<file path="src/rtl/asrv32_csr_unit.sv">
// M-mode CSR file, exception/interrupt prioritiser, mtime/mtimecmp, counters and a registered trap/MRET sequencer.
// Old CSR value and trap/MRET pulses appear 1 cycle after i_csr_stage_en; no backpressure, stage_en is ignored while a pulse is out.
`ifndef OPCODE_WIDTH
`define OPCODE_WIDTH 11
`endif

module asrv32_csr_unit #(
    parameter int          CLK_FREQ_MHZ = 100,
    parameter logic [31:0] TRAP_ADDRESS = 32'h0000_0000,
    parameter int          NUM_FAST_IRQ = 4,
    parameter bit          VECTORED_EN  = 1'b1,
    parameter logic [31:0] HART_ID      = 32'h0000_0000
) (
    input  logic                                         i_clk,
    input  logic                                         i_rst_n,
    input  logic                                         i_csr_stage_en,
    input  logic                                         i_external_interrupt,
    input  logic                                         i_software_interrupt,
    input  logic [(NUM_FAST_IRQ > 0 ? NUM_FAST_IRQ : 1)-1:0] i_fast_irq,
    input  logic                                         i_mtimecmp_wr_en,
    input  logic [63:0]                                  i_mtimecmp_din,
    output logic [63:0]                                  o_mtime,
    input  logic                                         i_is_inst_illegal,
    input  logic                                         i_is_ecall,
    input  logic                                         i_is_ebreak,
    input  logic                                         i_is_mret,
    input  logic [`OPCODE_WIDTH-1:0]                     i_opcode,
    input  logic [2:0]                                   i_funct3,
    input  logic [11:0]                                  i_csr_index,
    input  logic [31:0]                                  i_imm,
    input  logic [31:0]                                  i_rs1,
    input  logic [31:0]                                  i_alu_result,
    input  logic [31:0]                                  i_pc,
    input  logic                                         i_minstret_inc,
    output logic [31:0]                                  o_csr_out,
    output logic [31:0]                                  o_return_address,
    output logic [31:0]                                  o_trap_address,
    output logic                                         o_go_to_trap_q,
    output logic                                         o_return_from_trap_q
);

    // One-hot opcode bit order: {FENCE, SYSTEM, AUIPC, LUI, JALR, JAL, BRANCH, STORE, LOAD, ITYPE, RTYPE}
    localparam int OP_RTYPE = 0, OP_ITYPE = 1, OP_LOAD = 2, OP_STORE = 3, OP_BRANCH = 4;
    localparam int OP_JAL = 5, OP_JALR = 6, OP_LUI = 7, OP_AUIPC = 8, OP_SYSTEM = 9, OP_FENCE = 10;

    localparam logic [11:0] CSR_MSTATUS = 12'h300, CSR_MIE = 12'h304, CSR_MTVEC = 12'h305;
    localparam logic [11:0] CSR_MCOUNTINH = 12'h320, CSR_MSCRATCH = 12'h340, CSR_MEPC = 12'h341;
    localparam logic [11:0] CSR_MCAUSE = 12'h342, CSR_MTVAL = 12'h343, CSR_MIP = 12'h344;
    localparam logic [11:0] CSR_MCYCLE = 12'hB00, CSR_MINSTRET = 12'hB02;
    localparam logic [11:0] CSR_MCYCLEH = 12'hB80, CSR_MINSTRETH = 12'hB82;
    localparam logic [11:0] CSR_TIME = 12'hC01, CSR_TIMEH = 12'hC81;
    localparam logic [11:0] CSR_MVENDORID = 12'hF11, CSR_MARCHID = 12'hF12;
    localparam logic [11:0] CSR_MIMPID = 12'hF13, CSR_MHARTID = 12'hF14;

    localparam int PW = (CLK_FREQ_MHZ > 1) ? $clog2(CLK_FREQ_MHZ) : 1;

    typedef enum logic [1:0] {S_IDLE, S_TRAP, S_MRET} state_t;

    state_t        state_q, state_d;
    logic          mstatus_mie_q, mstatus_mie_d, mpie_q, mpie_d;
    logic [31:0]   mie_q, mie_d, mtvec_q, mtvec_d, mscratch_q, mscratch_d;
    logic [31:0]   mepc_q, mepc_d, mcause_q, mcause_d, mtval_q, mtval_d;
    logic [2:0]    mcountinh_q, mcountinh_d;
    logic [63:0]   mcycle_q, mcycle_d, minstret_q, minstret_d;
    logic [63:0]   mtime_q, mtime_d, mtimecmp_q, mtimecmp_d;
    logic [PW-1:0] presc_q, presc_d;
    logic [31:0]   csr_out_q, csr_out_d, trap_addr_q, trap_addr_d;

    logic [31:0] fast_pend, fast_mask, mip, mstatus_r, irq_pend, csr_src, csr_rdata, csr_wdata;
    logic [31:0] exc_tval, trap_target;
    logic [4:0]  exc_cause, irq_cause, trap_cause;
    logic        en, is_csr, csr_wr_req, csr_impl, csr_ro, csr_illegal, csr_wr;
    logic        size_mis, exc_vld, irq_vld, trap_take, mret_take, mtip, tick;
    logic        cyc_inc, ret_inc, cyc_carry, ret_carry;
    logic        unused_opcode_bits;

    assign unused_opcode_bits = ^{i_opcode[OP_FENCE], i_opcode[OP_AUIPC], i_opcode[OP_LUI],
                                  i_opcode[OP_ITYPE], i_opcode[OP_RTYPE]};

    always_comb begin
        fast_pend = '0;
        fast_mask = '0;
        for (int i = 0; i < NUM_FAST_IRQ; i++) begin
            fast_pend[16+i] = i_fast_irq[i];
            fast_mask[16+i] = 1'b1;
        end
    end

    assign mtip      = (mtime_q >= mtimecmp_q);
    assign mstatus_r = {19'b0, 2'b11, 3'b0, mpie_q, 3'b0, mstatus_mie_q, 3'b0};

    always_comb begin
        mip     = fast_pend;
        mip[11] = i_external_interrupt;
        mip[7]  = mtip;
        mip[3]  = i_software_interrupt;
    end

    assign en         = i_csr_stage_en && (state_q == S_IDLE);
    assign is_csr     = i_opcode[OP_SYSTEM] && (i_funct3[1:0] != 2'b00);
    assign csr_src    = i_funct3[2] ? i_imm : i_rs1;
    assign csr_wr_req = is_csr && ((i_funct3[1:0] == 2'b01) || (csr_src != 32'h0));

    always_comb begin
        csr_rdata = '0;
        csr_impl  = 1'b1;
        csr_ro    = 1'b0;
        case (i_csr_index)
            CSR_MSTATUS:   csr_rdata = mstatus_r;
            CSR_MIE:       csr_rdata = mie_q;
            CSR_MTVEC:     csr_rdata = mtvec_q;
            CSR_MCOUNTINH: csr_rdata = {29'b0, mcountinh_q};
            CSR_MSCRATCH:  csr_rdata = mscratch_q;
            CSR_MEPC:      csr_rdata = mepc_q;
            CSR_MCAUSE:    csr_rdata = mcause_q;
            CSR_MTVAL:     csr_rdata = mtval_q;
            CSR_MIP:       csr_rdata = mip;
            CSR_MCYCLE:    csr_rdata = mcycle_q[31:0];
            CSR_MCYCLEH:   csr_rdata = mcycle_q[63:32];
            CSR_MINSTRET:  csr_rdata = minstret_q[31:0];
            CSR_MINSTRETH: csr_rdata = minstret_q[63:32];
            CSR_TIME:      begin csr_rdata = mtime_q[31:0];  csr_ro = 1'b1; end
            CSR_TIMEH:     begin csr_rdata = mtime_q[63:32]; csr_ro = 1'b1; end
            CSR_MVENDORID, CSR_MARCHID, CSR_MIMPID: csr_ro = 1'b1;
            CSR_MHARTID:   begin csr_rdata = HART_ID; csr_ro = 1'b1; end
            default:       csr_impl = 1'b0;
        endcase
        case (i_funct3[1:0])
            2'b10:   csr_wdata = csr_rdata | csr_src;
            2'b11:   csr_wdata = csr_rdata & ~csr_src;
            default: csr_wdata = csr_src;
        endcase
        // Only the fast bits of mip may be "written", and those just mirror their inputs.
        if (i_csr_index == CSR_MIP) csr_ro = (((csr_wdata ^ mip) & ~fast_mask) != 32'h0);
    end

    assign csr_illegal = is_csr && (!csr_impl || (csr_wr_req && csr_ro));
    assign size_mis    = ((i_funct3[1:0] == 2'b01) && i_alu_result[0]) ||
                         ((i_funct3[1:0] == 2'b10) && (i_alu_result[1:0] != 2'b00));

    always_comb begin
        exc_vld   = 1'b1;
        exc_cause = '0;
        exc_tval  = '0;
        if (i_is_inst_illegal || csr_illegal) exc_cause = 5'd2;
        else if (i_is_ebreak)                 exc_cause = 5'd3;
        else if (i_is_ecall)                  exc_cause = 5'd11;
        else if ((i_opcode[OP_BRANCH] || i_opcode[OP_JAL] || i_opcode[OP_JALR]) &&
                 (i_alu_result[1:0] != 2'b00)) begin
            exc_cause = 5'd0;
            exc_tval  = i_alu_result;
        end else if (i_opcode[OP_LOAD] && size_mis) begin
            exc_cause = 5'd4;
            exc_tval  = i_alu_result;
        end else if (i_opcode[OP_STORE] && size_mis) begin
            exc_cause = 5'd6;
            exc_tval  = i_alu_result;
        end else exc_vld = 1'b0;
    end

    always_comb begin
        irq_pend  = mie_q & mip;
        irq_vld   = mstatus_mie_q && (irq_pend != 32'h0);
        irq_cause = '0;
        for (int i = NUM_FAST_IRQ - 1; i >= 0; i--)
            if (irq_pend[16+i]) irq_cause = 5'(16 + i);
        if (irq_pend[7])  irq_cause = 5'd7;
        if (irq_pend[3])  irq_cause = 5'd3;
        if (irq_pend[11]) irq_cause = 5'd11;
    end

    assign trap_take  = en && (exc_vld || irq_vld);
    assign mret_take  = en && !trap_take && i_is_mret;
    assign csr_wr     = en && csr_wr_req && !trap_take;
    assign trap_cause = exc_vld ? exc_cause : irq_cause;
    assign trap_target = {mtvec_q[31:2], 2'b00} +
                         ((!exc_vld && VECTORED_EN && (mtvec_q[1:0] == 2'b01)) ?
                          {25'b0, trap_cause, 2'b00} : 32'h0);

    always_comb begin
        state_d = state_q;
        case (state_q)
            S_IDLE:  if (trap_take) state_d = S_TRAP; else if (mret_take) state_d = S_MRET;
            default: state_d = S_IDLE;
        endcase
    end

    always_comb begin
        mstatus_mie_d = mstatus_mie_q;
        mpie_d        = mpie_q;
        mie_d         = mie_q;
        mtvec_d       = mtvec_q;
        mscratch_d    = mscratch_q;
        mepc_d        = mepc_q;
        mcause_d      = mcause_q;
        mtval_d       = mtval_q;
        mcountinh_d   = mcountinh_q;
        if (csr_wr) begin
            case (i_csr_index)
                CSR_MSTATUS:   begin mstatus_mie_d = csr_wdata[3]; mpie_d = csr_wdata[7]; end
                CSR_MIE:       mie_d = csr_wdata & (fast_mask | 32'h0000_0888);
                CSR_MTVEC:     mtvec_d = {csr_wdata[31:2],
                                          (VECTORED_EN && csr_wdata[1:0] == 2'b01) ? 2'b01 : 2'b00};
                CSR_MCOUNTINH: mcountinh_d = {csr_wdata[2], 1'b0, csr_wdata[0]};
                CSR_MSCRATCH:  mscratch_d = csr_wdata;
                CSR_MEPC:      mepc_d = csr_wdata;
                CSR_MCAUSE:    mcause_d = csr_wdata;
                CSR_MTVAL:     mtval_d = csr_wdata;
                default:       ;
            endcase
        end
        if (trap_take) begin
            mepc_d        = i_pc;
            mcause_d      = {!exc_vld, 26'b0, trap_cause};
            mtval_d       = exc_tval;
            mpie_d        = mstatus_mie_q;
            mstatus_mie_d = 1'b0;
        end else if (mret_take) begin
            mstatus_mie_d = mpie_q;
            mpie_d        = 1'b1;
        end
    end

    // A write to a half replaces that half's increment; carries propagate in the same cycle.
    always_comb begin
        cyc_inc   = !mcountinh_q[0];
        ret_inc   = !mcountinh_q[2] && i_minstret_inc;
        cyc_carry = cyc_inc && !(csr_wr && i_csr_index == CSR_MCYCLE) && (&mcycle_q[31:0]);
        ret_carry = ret_inc && !(csr_wr && i_csr_index == CSR_MINSTRET) && (&minstret_q[31:0]);
        mcycle_d[31:0]    = (csr_wr && i_csr_index == CSR_MCYCLE) ? csr_wdata :
                            mcycle_q[31:0] + 32'(cyc_inc);
        mcycle_d[63:32]   = (csr_wr && i_csr_index == CSR_MCYCLEH) ? csr_wdata :
                            mcycle_q[63:32] + 32'(cyc_carry);
        minstret_d[31:0]  = (csr_wr && i_csr_index == CSR_MINSTRET) ? csr_wdata :
                            minstret_q[31:0] + 32'(ret_inc);
        minstret_d[63:32] = (csr_wr && i_csr_index == CSR_MINSTRETH) ? csr_wdata :
                            minstret_q[63:32] + 32'(ret_carry);
    end

    assign tick        = (presc_q == PW'(CLK_FREQ_MHZ - 1));
    assign presc_d     = tick ? '0 : presc_q + PW'(1);
    assign mtime_d     = mtime_q + 64'(tick);
    assign mtimecmp_d  = i_mtimecmp_wr_en ? i_mtimecmp_din : mtimecmp_q;
    assign csr_out_d   = (en && is_csr) ? csr_rdata : csr_out_q;
    assign trap_addr_d = trap_take ? trap_target : trap_addr_q;

    always_ff @(posedge i_clk) begin
        if (!i_rst_n) begin
            state_q       <= S_IDLE;
            mstatus_mie_q <= 1'b0;
            mpie_q        <= 1'b0;
            mie_q         <= '0;
            mtvec_q       <= {TRAP_ADDRESS[31:2], 2'b00};
            mscratch_q    <= '0;
            mepc_q        <= '0;
            mcause_q      <= '0;
            mtval_q       <= '0;
            mcountinh_q   <= '0;
            mcycle_q      <= '0;
            minstret_q    <= '0;
            mtime_q       <= '0;
            mtimecmp_q    <= '1;
            presc_q       <= '0;
            csr_out_q     <= '0;
            trap_addr_q   <= '0;
        end else begin
            state_q       <= state_d;
            mstatus_mie_q <= mstatus_mie_d;
            mpie_q        <= mpie_d;
            mie_q         <= mie_d;
            mtvec_q       <= mtvec_d;
            mscratch_q    <= mscratch_d;
            mepc_q        <= mepc_d;
            mcause_q      <= mcause_d;
            mtval_q       <= mtval_d;
            mcountinh_q   <= mcountinh_d;
            mcycle_q      <= mcycle_d;
            minstret_q    <= minstret_d;
            mtime_q       <= mtime_d;
            mtimecmp_q    <= mtimecmp_d;
            presc_q       <= presc_d;
            csr_out_q     <= csr_out_d;
            trap_addr_q   <= trap_addr_d;
        end
    end

    assign o_mtime              = mtime_q;
    assign o_csr_out            = csr_out_q;
    assign o_return_address     = mepc_q;
    assign o_trap_address       = trap_addr_q;
    assign o_go_to_trap_q       = (state_q == S_TRAP);
    assign o_return_from_trap_q = (state_q == S_MRET);

endmodule

</file>
<file path="config.mk">
export PLATFORM = sky130hd
export DESIGN_NAME = asrv32_csr_unit
export DESIGN_NICKNAME = d
export VERILOG_FILES = /design/src/rtl/asrv32_csr_unit.sv
export SDC_FILE = /design/constraint.sdc
export NUM_CORES = 1
export LEC_CHECK = 0
export BUFFER_PORTS_ARGS = -buffer_cell sky130_fd_sc_hd__buf_2
export CAP_MARGIN = 30
export CELL_PAD_IN_SITES_DETAIL_PLACEMENT = 0
export CELL_PAD_IN_SITES_GLOBAL_PLACEMENT = 1
export CORE_ASPECT_RATIO = 1.5
export CORE_MARGIN = 3
export CORE_UTILIZATION = 39
export CTS_CLUSTER_DIAMETER = 100
export DETAILED_ROUTE_END_ITERATION = 7
export GPL_TIMING_DRIVEN = 0
export PLACE_DENSITY = 0.8
export SYNTH_ARGS = -nofsm -noshare
export SYNTH_HDL_FRONTEND = slang
export SYNTH_SLANG_ARGS = --single-unit
</file>
<file path="constraint.sdc">
create_clock -name i_clk -period 6.55 [get_ports i_clk]
set_clock_uncertainty 0.1 [all_clocks]
set_input_delay 1.6375 -clock i_clk [delete_from_list [all_inputs] [get_ports i_clk]]
set_output_delay 1.6375 -clock i_clk [all_outputs]
set_load 0.02 [all_outputs]
</file>
# ---- Yosys cells after proc, flatten, opt, wreduce, memory -nomap -nowiden
# Cells that the tools add are included.
dict set report word_totals {
  out_inout_bits 162
  wordCells 191
  inputBits 233
  register_bits 500
}
dict set report op_classes {
  reduce_logical 74
  order_cmp 1
  mux 56
  bitwise 7
  n_eq_ne 27
  addsub 7
}
# op count
set ops {}
lappend ops {{two-way mux 32 bit} 20}
lappend ops {{case mux 32 bit (15 select lines)} 1}
lappend ops {{adder 32 x 1 -> 32 bit} 4}
lappend ops {{equality test 12 bit (second input constant)} 10}
lappend ops {{equality test 12 x 10 -> 1 bit (second input constant)} 9}
lappend ops {{nonzero test 32 bit} 3}
lappend ops {{adder 64 x 1 -> 64 bit} 1}
lappend ops {{greater-or-equal comparator 64 bit} 1}
lappend ops {{case mux 32 bit (2 select lines)} 1}
lappend ops {{AND reduction 32 bit} 2}
lappend ops {{two-way mux 5 bit} 8}
lappend ops {{adder 32 x 7 -> 32 bit} 1}
lappend ops {{bitwise AND 32 bit} 1}
lappend ops {{inverter 32 bit} 1}
lappend ops {{OR 32 bit} 1}
lappend ops {{XOR 32 x 20 -> 32 bit} 1}
lappend ops {{logical AND 1 bit} 27}
lappend ops {{AND reduction 2 bit} 11}
lappend ops {{bitwise AND 20 bit} 1}
lappend ops {{two-way mux 1 bit} 19}
lappend ops {{OR reduction 19 bit} 1}
lappend ops {{nonzero test 2 bit} 9}
lappend ops {{two-way mux 4 bit} 3}
lappend ops {{two-way mux 3 bit} 3}
lappend ops {{13 further kinds} 33}

# ---- Longest topological paths before layout
dict set report depth {
  word_depth 22
  mapped_depth 26
  mapped_depth_nobuf 24
}

# ---- Worst setup path after synthesis
# No wires, ideal clock.
dict set report synth_timing {
  path_kind {input to register}
  startpoint {input port i_csr_index[0]}
  endpoint {register trap_addr_q[28] (netlist: o_trap_address[28])}
  slack_ps -49
  n_path_buf 4
  stages 25
  required_ps 6364
  t_arrival_ps 6414
  cell_sequence {buf_4 buf_4 buf_2 mux2i_1 o21ai_0 a221o_1 a221oi_1 nand2_1 a31oi_1 a31oi_4 nor2_1 clkbuf_1 nand2_1 nor2_1 ha_1 inv_1 fa_1 inv_1 a21oi_1 o21bai_1 a21oi_1 nor3_1 nand3_1 xor2_1 a211oi_1}
}
dict set report synth_between {
  elab_chain_cells 16
}
# element line_no
set synth_lines {}
lappend synth_lines {{start: declaration} 29} ;# input logic [11:0] i_csr_index,
lappend synth_lines {{equality test 12 bit, or another cell as far along} 108} ;# case (i_csr_index)
lappend synth_lines {{case mux 32 bit (15 select lines)} 108}
lappend synth_lines {{bitwise AND 32 bit / OR 32 bit (equally long branches)} {130, 129}}
lappend synth_lines {{case mux 32 bit (2 select lines)} 128} ;# case (i_funct3[1:0])
lappend synth_lines {{XOR 32 x 20 -> 32 bit} 134} ;# if (i_csr_index == CSR_MIP) csr_ro = (((csr_wdata ^ mip) & ~fast_mask) != 32'h0);
lappend synth_lines {{nonzero test 32 bit} 134}
lappend synth_lines {{two-way mux 1 bit} 134}
lappend synth_lines {{logical AND 1 bit} 137} ;# assign csr_illegal = is_csr && (!csr_impl || (csr_wr_req && csr_ro));
lappend synth_lines {{logical OR 1 bit *} 137}
lappend synth_lines {{logical AND 1 bit *} 137}
lappend synth_lines {{logical OR 1 bit *} 145} ;# if (i_is_inst_illegal || csr_illegal) exc_cause = 5'd2;
lappend synth_lines {{two-way mux 1 bit} 145}
lappend synth_lines {{logical NOT 1 bit} 177} ;# ((!exc_vld && VECTORED_EN && (mtvec_q[1:0] == 2'b01)) ?
lappend synth_lines {{logical AND 1 bit} 177}
lappend synth_lines {{two-way mux 7 bit} 177}
lappend synth_lines {{adder 32 x 7 -> 32 bit} 176} ;# assign trap_target = {mtvec_q[31:2], 2'b00} +
lappend synth_lines {{end signal: assignment} 283} ;# trap_addr_q <= trap_addr_d;
lappend synth_lines {{end: declaration} 67} ;# logic [31:0] csr_out_q, csr_out_d, trap_addr_q, trap_addr_d;
# Every way passes the cells marked *; elsewhere a longest branch is shown, timed or not.
# A chain may end at the register's enable or synchronous reset.

# ---- Worst setup path in the final report
dict set report layout_timing {
  startpoint {input port i_csr_index[8]}
  endpoint {register minstret_q[62]}
}
dict set report layout_between {
  elab_chain_cells 22
}
# element line_no
set layout_lines {}
lappend layout_lines {{equality test 12 bit, or another cell as far along} 108}
lappend layout_lines {{case mux 32 bit (15 select lines)} 108}
lappend layout_lines {{bitwise AND 32 bit / OR 32 bit (equally long branches)} {130, 129}}
lappend layout_lines {{case mux 32 bit (2 select lines)} 128}
lappend layout_lines {{XOR 32 x 20 -> 32 bit} 134}
lappend layout_lines {{nonzero test 32 bit} 134}
lappend layout_lines {{two-way mux 1 bit} 134}
lappend layout_lines {{logical AND 1 bit} 137}
lappend layout_lines {{(+5 left out)} --}
lappend layout_lines {{logical AND 1 bit} 172} ;# assign trap_take = en && (exc_vld || irq_vld);
lappend layout_lines {{logical NOT 1 bit} 174} ;# assign csr_wr = en && csr_wr_req && !trap_take;
lappend layout_lines {{logical AND 1 bit} 174}
lappend layout_lines {{logical AND 1 bit} 229} ;# ret_carry = ret_inc && !(csr_wr && i_csr_index == CSR_MINSTRET) && (&minstret_q[31:0]);
lappend layout_lines {{logical NOT 1 bit} 229}
lappend layout_lines {{logical AND 1 bit (2 in series)} 229}
lappend layout_lines {{adder 32 x 1 -> 32 bit} 237} ;# minstret_q[63:32] + 32'(ret_carry);
lappend layout_lines {{two-way mux 32 bit *} 236} ;# minstret_d[63:32] = (csr_wr && i_csr_index == CSR_MINSTRETH) ? csr_wdata :
lappend layout_lines {{end signal: assignment} 278} ;# minstret_q <= minstret_d;
lappend layout_lines {{end: declaration} 64} ;# logic [63:0] mcycle_q, mcycle_d, minstret_q, minstret_d;
# Marks and branches as above.

==> flow_summary.json <==
{
  "avgSynthCellArea_um2": 8.33,
  "clk_path_buf_depth": 3,
  "synthMuxAreaShare": 0.0639,
  "h-tree-depth": 2,
  "clkSinkCount": 497,
  "timing.final.crit_share": 0.984,
  "fin_crit_ps": 6450,
  "dp_slack_ps": -2790,
  "grt_pass1_vias": 28600,
  "finalNetCount": 4183,
  "path_buf_inv": 4,
  "yosysTopAreaCell": "dfxtp_1",
  "worst_skew_pair.late_latency_ps": 650,
  "dieArea_um2": 74600,
  "antenna_found_initial": 22,
  "syn_inst": 3338,
  "track_usage": 0.411,
  "area_growth_pct": 24.9,
  "synthAdderAreaFrac": 0.0367,
  "cp_max_fo": 10,
  "status": "finished clean",
  "viasPerCell": 6.21,
  "start_kind": "primary input",
  "critical-path-top-delay-family": "simple AND/OR/NAND/NOR gates",
  "synth_edf_count": 0,
  "async_reset_ff_frac": 0,
  "drcViolationCount": 0,
  "p_per_area_nw_per_um2": 218,
  "worst_slack_ps": 102,
  "dpl.hpwl_mm": 127,
  "cts_hold_buffers": 0,
  "seq_area_frac_synth": 0.358,
  "routed_wl_mm": 159,
  "synth_flop_cell": "dfxtp_1",
  "drt_first_pass_iters": 6,
  "slowest_stage": "o31ai_4",
  "drive_gt1_frac": 0.226,
  "finalSetupViolCount": 0,
  "first_iter_violations": 3013,
  "coreArea_um2": 70400,
  "fmax_ghz": 0.155,
  "synth_most_common_cell": "dfxtp_1",
  "die_w_um": 224,
  "hold_viol": 0,
  "hp-class": "flop to flop",
  "p_total_mw": 7.58,
  "crit_required_ps": 7010,
  "synth_area_leaders": "dfxtp_1 (36%), nor2_1 (5.9%), a211oi_1 (5.1%)",
  "port_buffers": 381,
  "synth_compound_area_frac": 0.204,
  "cts_buffers": 53,
  "fillCellCount": 7051,
  "gr-total-overflow": 0,
  "ys_warn_count": 0,
  "synth-xor-area-share": 0.0649,
  "cts_tree": "yes",
  "start_util": 0.395,
  "synthSimpleGateAreaFrac": 0.219,
  "ant_nets": 0,
  "synth_top_area_frac": 0.358,
  "leakagePower_nw": 13.9,
  "synthTopCellsByCount": "dfxtp_1 (497), nor2_1 (437), nand2_1 (312)",
  "synth_top_family_by_area": "simple AND/OR/NAND/NOR gates",
  "rows": 119,
  "fin_hold_ws_ps": 355,
  "wl_per_cell_um": 32.9,
  "max_cap_violations": 0,
  "relSlewSlack": 0.110,
  "end_kind": "flop",
  "synthDistinctLibCells": 105,
  "place.gp.congestion": 1.08,
  "arrival_ps": 6910,
  "cts-root-buf": "clkbuf_16",
  "vias": 30000,
  "synth_area_um2": 27800,
  "clkTransAtPathRegs_ps": 60,
  "die-height_um": 333,
  "grt_max_degree": 15,
  "path_class": "primary input to flop",
  "grt_pass1_wl_mm": 218,
  "final_max_slew_viol_count": 0,
  "critPathMaxStageDelay_ps": 540,
  "worst_pin_slew_ps": 1340,
  "ir_drop_v": 0.000193,
  "ys_ff_latch": 497,
  "io_pins": 395
}
-- flip-flops by register name, summed over array words and instances (netlist names) --
name	cells
mcause_q	32
mtimecmp_q	64
mstatus_mie_q	1
mie_q	7
o_mtime	64
o_csr_out	32
mcycle_q	64
minstret_q	64
mpie_q	1
state_q	2
mscratch_q	32
mtvec_q	31
mtval_q	32
mcountinh_q	2
presc_q	7
o_return_address	32
o_trap_address	30
-- per-stage QoR --
| stage | util | instances | setup TNS [ps] | cell area (µm²) |
|---|---|---|---|---|
| 3_5_place_dp | 0.448 | 4672 | -283500 | 31600 |
| 4_1_cts | 0.487 | 4795 | 0 | 34300 |
| 6_report | 0.493 | 4829 | 0 | 34700 |
| 5_1_grt | 0.493 | 4819 | -21.7 | 34700 |
| 2_1_floorplan | - | 3339 | 0 | 27800 |
| 3_3_place_gp | 0.438 | 4627 | -519410 | 30900 |
-- routing by layer --
layer	part of all wire	vias up	GRT usage
met1	0.35	14300	0.460
li1	-	13200	-
met5	0.00043	-	0
met2	0.44	1873	0.640
met4	0.11	10	0.370
met3	0.095	586	0.106
-- placed cells by master (no fill, tap or decap), types with 48 or more instances in the layout --
cell type / n
nand3_1: 133
a21oi_1: 144
and3_1: 48
nand2_1: 311
xnor2_1: 81
ha_1: 78
buf_2: 437
xor2_1: 125
nand4_1: 68
o211ai_1: 91
buf_4: 78
a211oi_1: 185
o21ai_0: 82
clkbuf_16: 56
clkbuf_1: 117
a22oi_1: 69
inv_1: 94
nor2_1: 427
mux2i_1: 106
dfxtp_1: 497
-- cells by family (layout without fill, tap and decap cells) --
logic type	count (synthesis)	count (layout)
DFF	497	497
xor gates and xnor gates	206	206
adders and majority gates	81	81
other	1	14
and+or+nand+nor	1255	1255
buffers and inverters	330	901
AOI/OAI and AO/OA	806	806
muxes	162	162
-- worst register-to-register path, stage by stage (launching register included) --
cell and delay (ps):
dfxtp_1 650, ha_1 250, nand4_1 100, or4_1 660
nor4_2 500, o21ai_0 410, nand4_1 520, xor2_1 130
o2111a_2 320, a31oi_4 220, nor2_4 80, buf_12 160
a41oi_2 220, ha_1 230, ha_1 200, nand3_1 130
nor2_2 230, nand3_2 210, nor3_2 260, nand2b_1 160
nor2_1 140, xnor2_1 70, mux2_4 260, nor2_2 70
-- cell type report --
cell class	instances	area (µm²)	share of cell area
multi-input cells	2512	17100	0.494
flip-flops and latches	497	9950	0.286
repair buffers	477	2930	0.0844
clock buffers	75	1580	0.0455
plain buffers	234	1260	0.0362
well taps	907	1130	0.0327
inverters	94	353	0.0102
clock inverters	21	349	0.0101
diodes	12	30.0	0.000865
-- power breakdown --
part	leakage, nW	total (mW)	internal [mW]	switching (mW)
logic	8.87	1.01	0.316	0.690
clock network	0.956	3.41	2.03	1.38
registers	4.04	3.16	3.10	0.0611
total	13.9	7.58	5.45	2.13
-- timing repair --
item                                   4_1_cts  5_1_grt
pin swaps                                   24       24
gates resized for setup                    120       57
setup buffers                               29       18
gates cloned                                 0        2
setup endpoints to repair                   96       62
endpoints found under the hold margin        0        0
-- worst paths after layout --
kind	start	depth (start not counted)	to	slack, ps
setup / recovery	i_csr_index[8]	25	minstret_q[62]	100
hold / removal	o_trap_address[4]	2	o_trap_address[4]	350
setup reg to reg	o_mtime[49]	23	minstret_q[62]	210
hold reg to reg	o_trap_address[4]	2	o_trap_address[4]	350
Note: power is estimated with default switching activity, not from simulation.
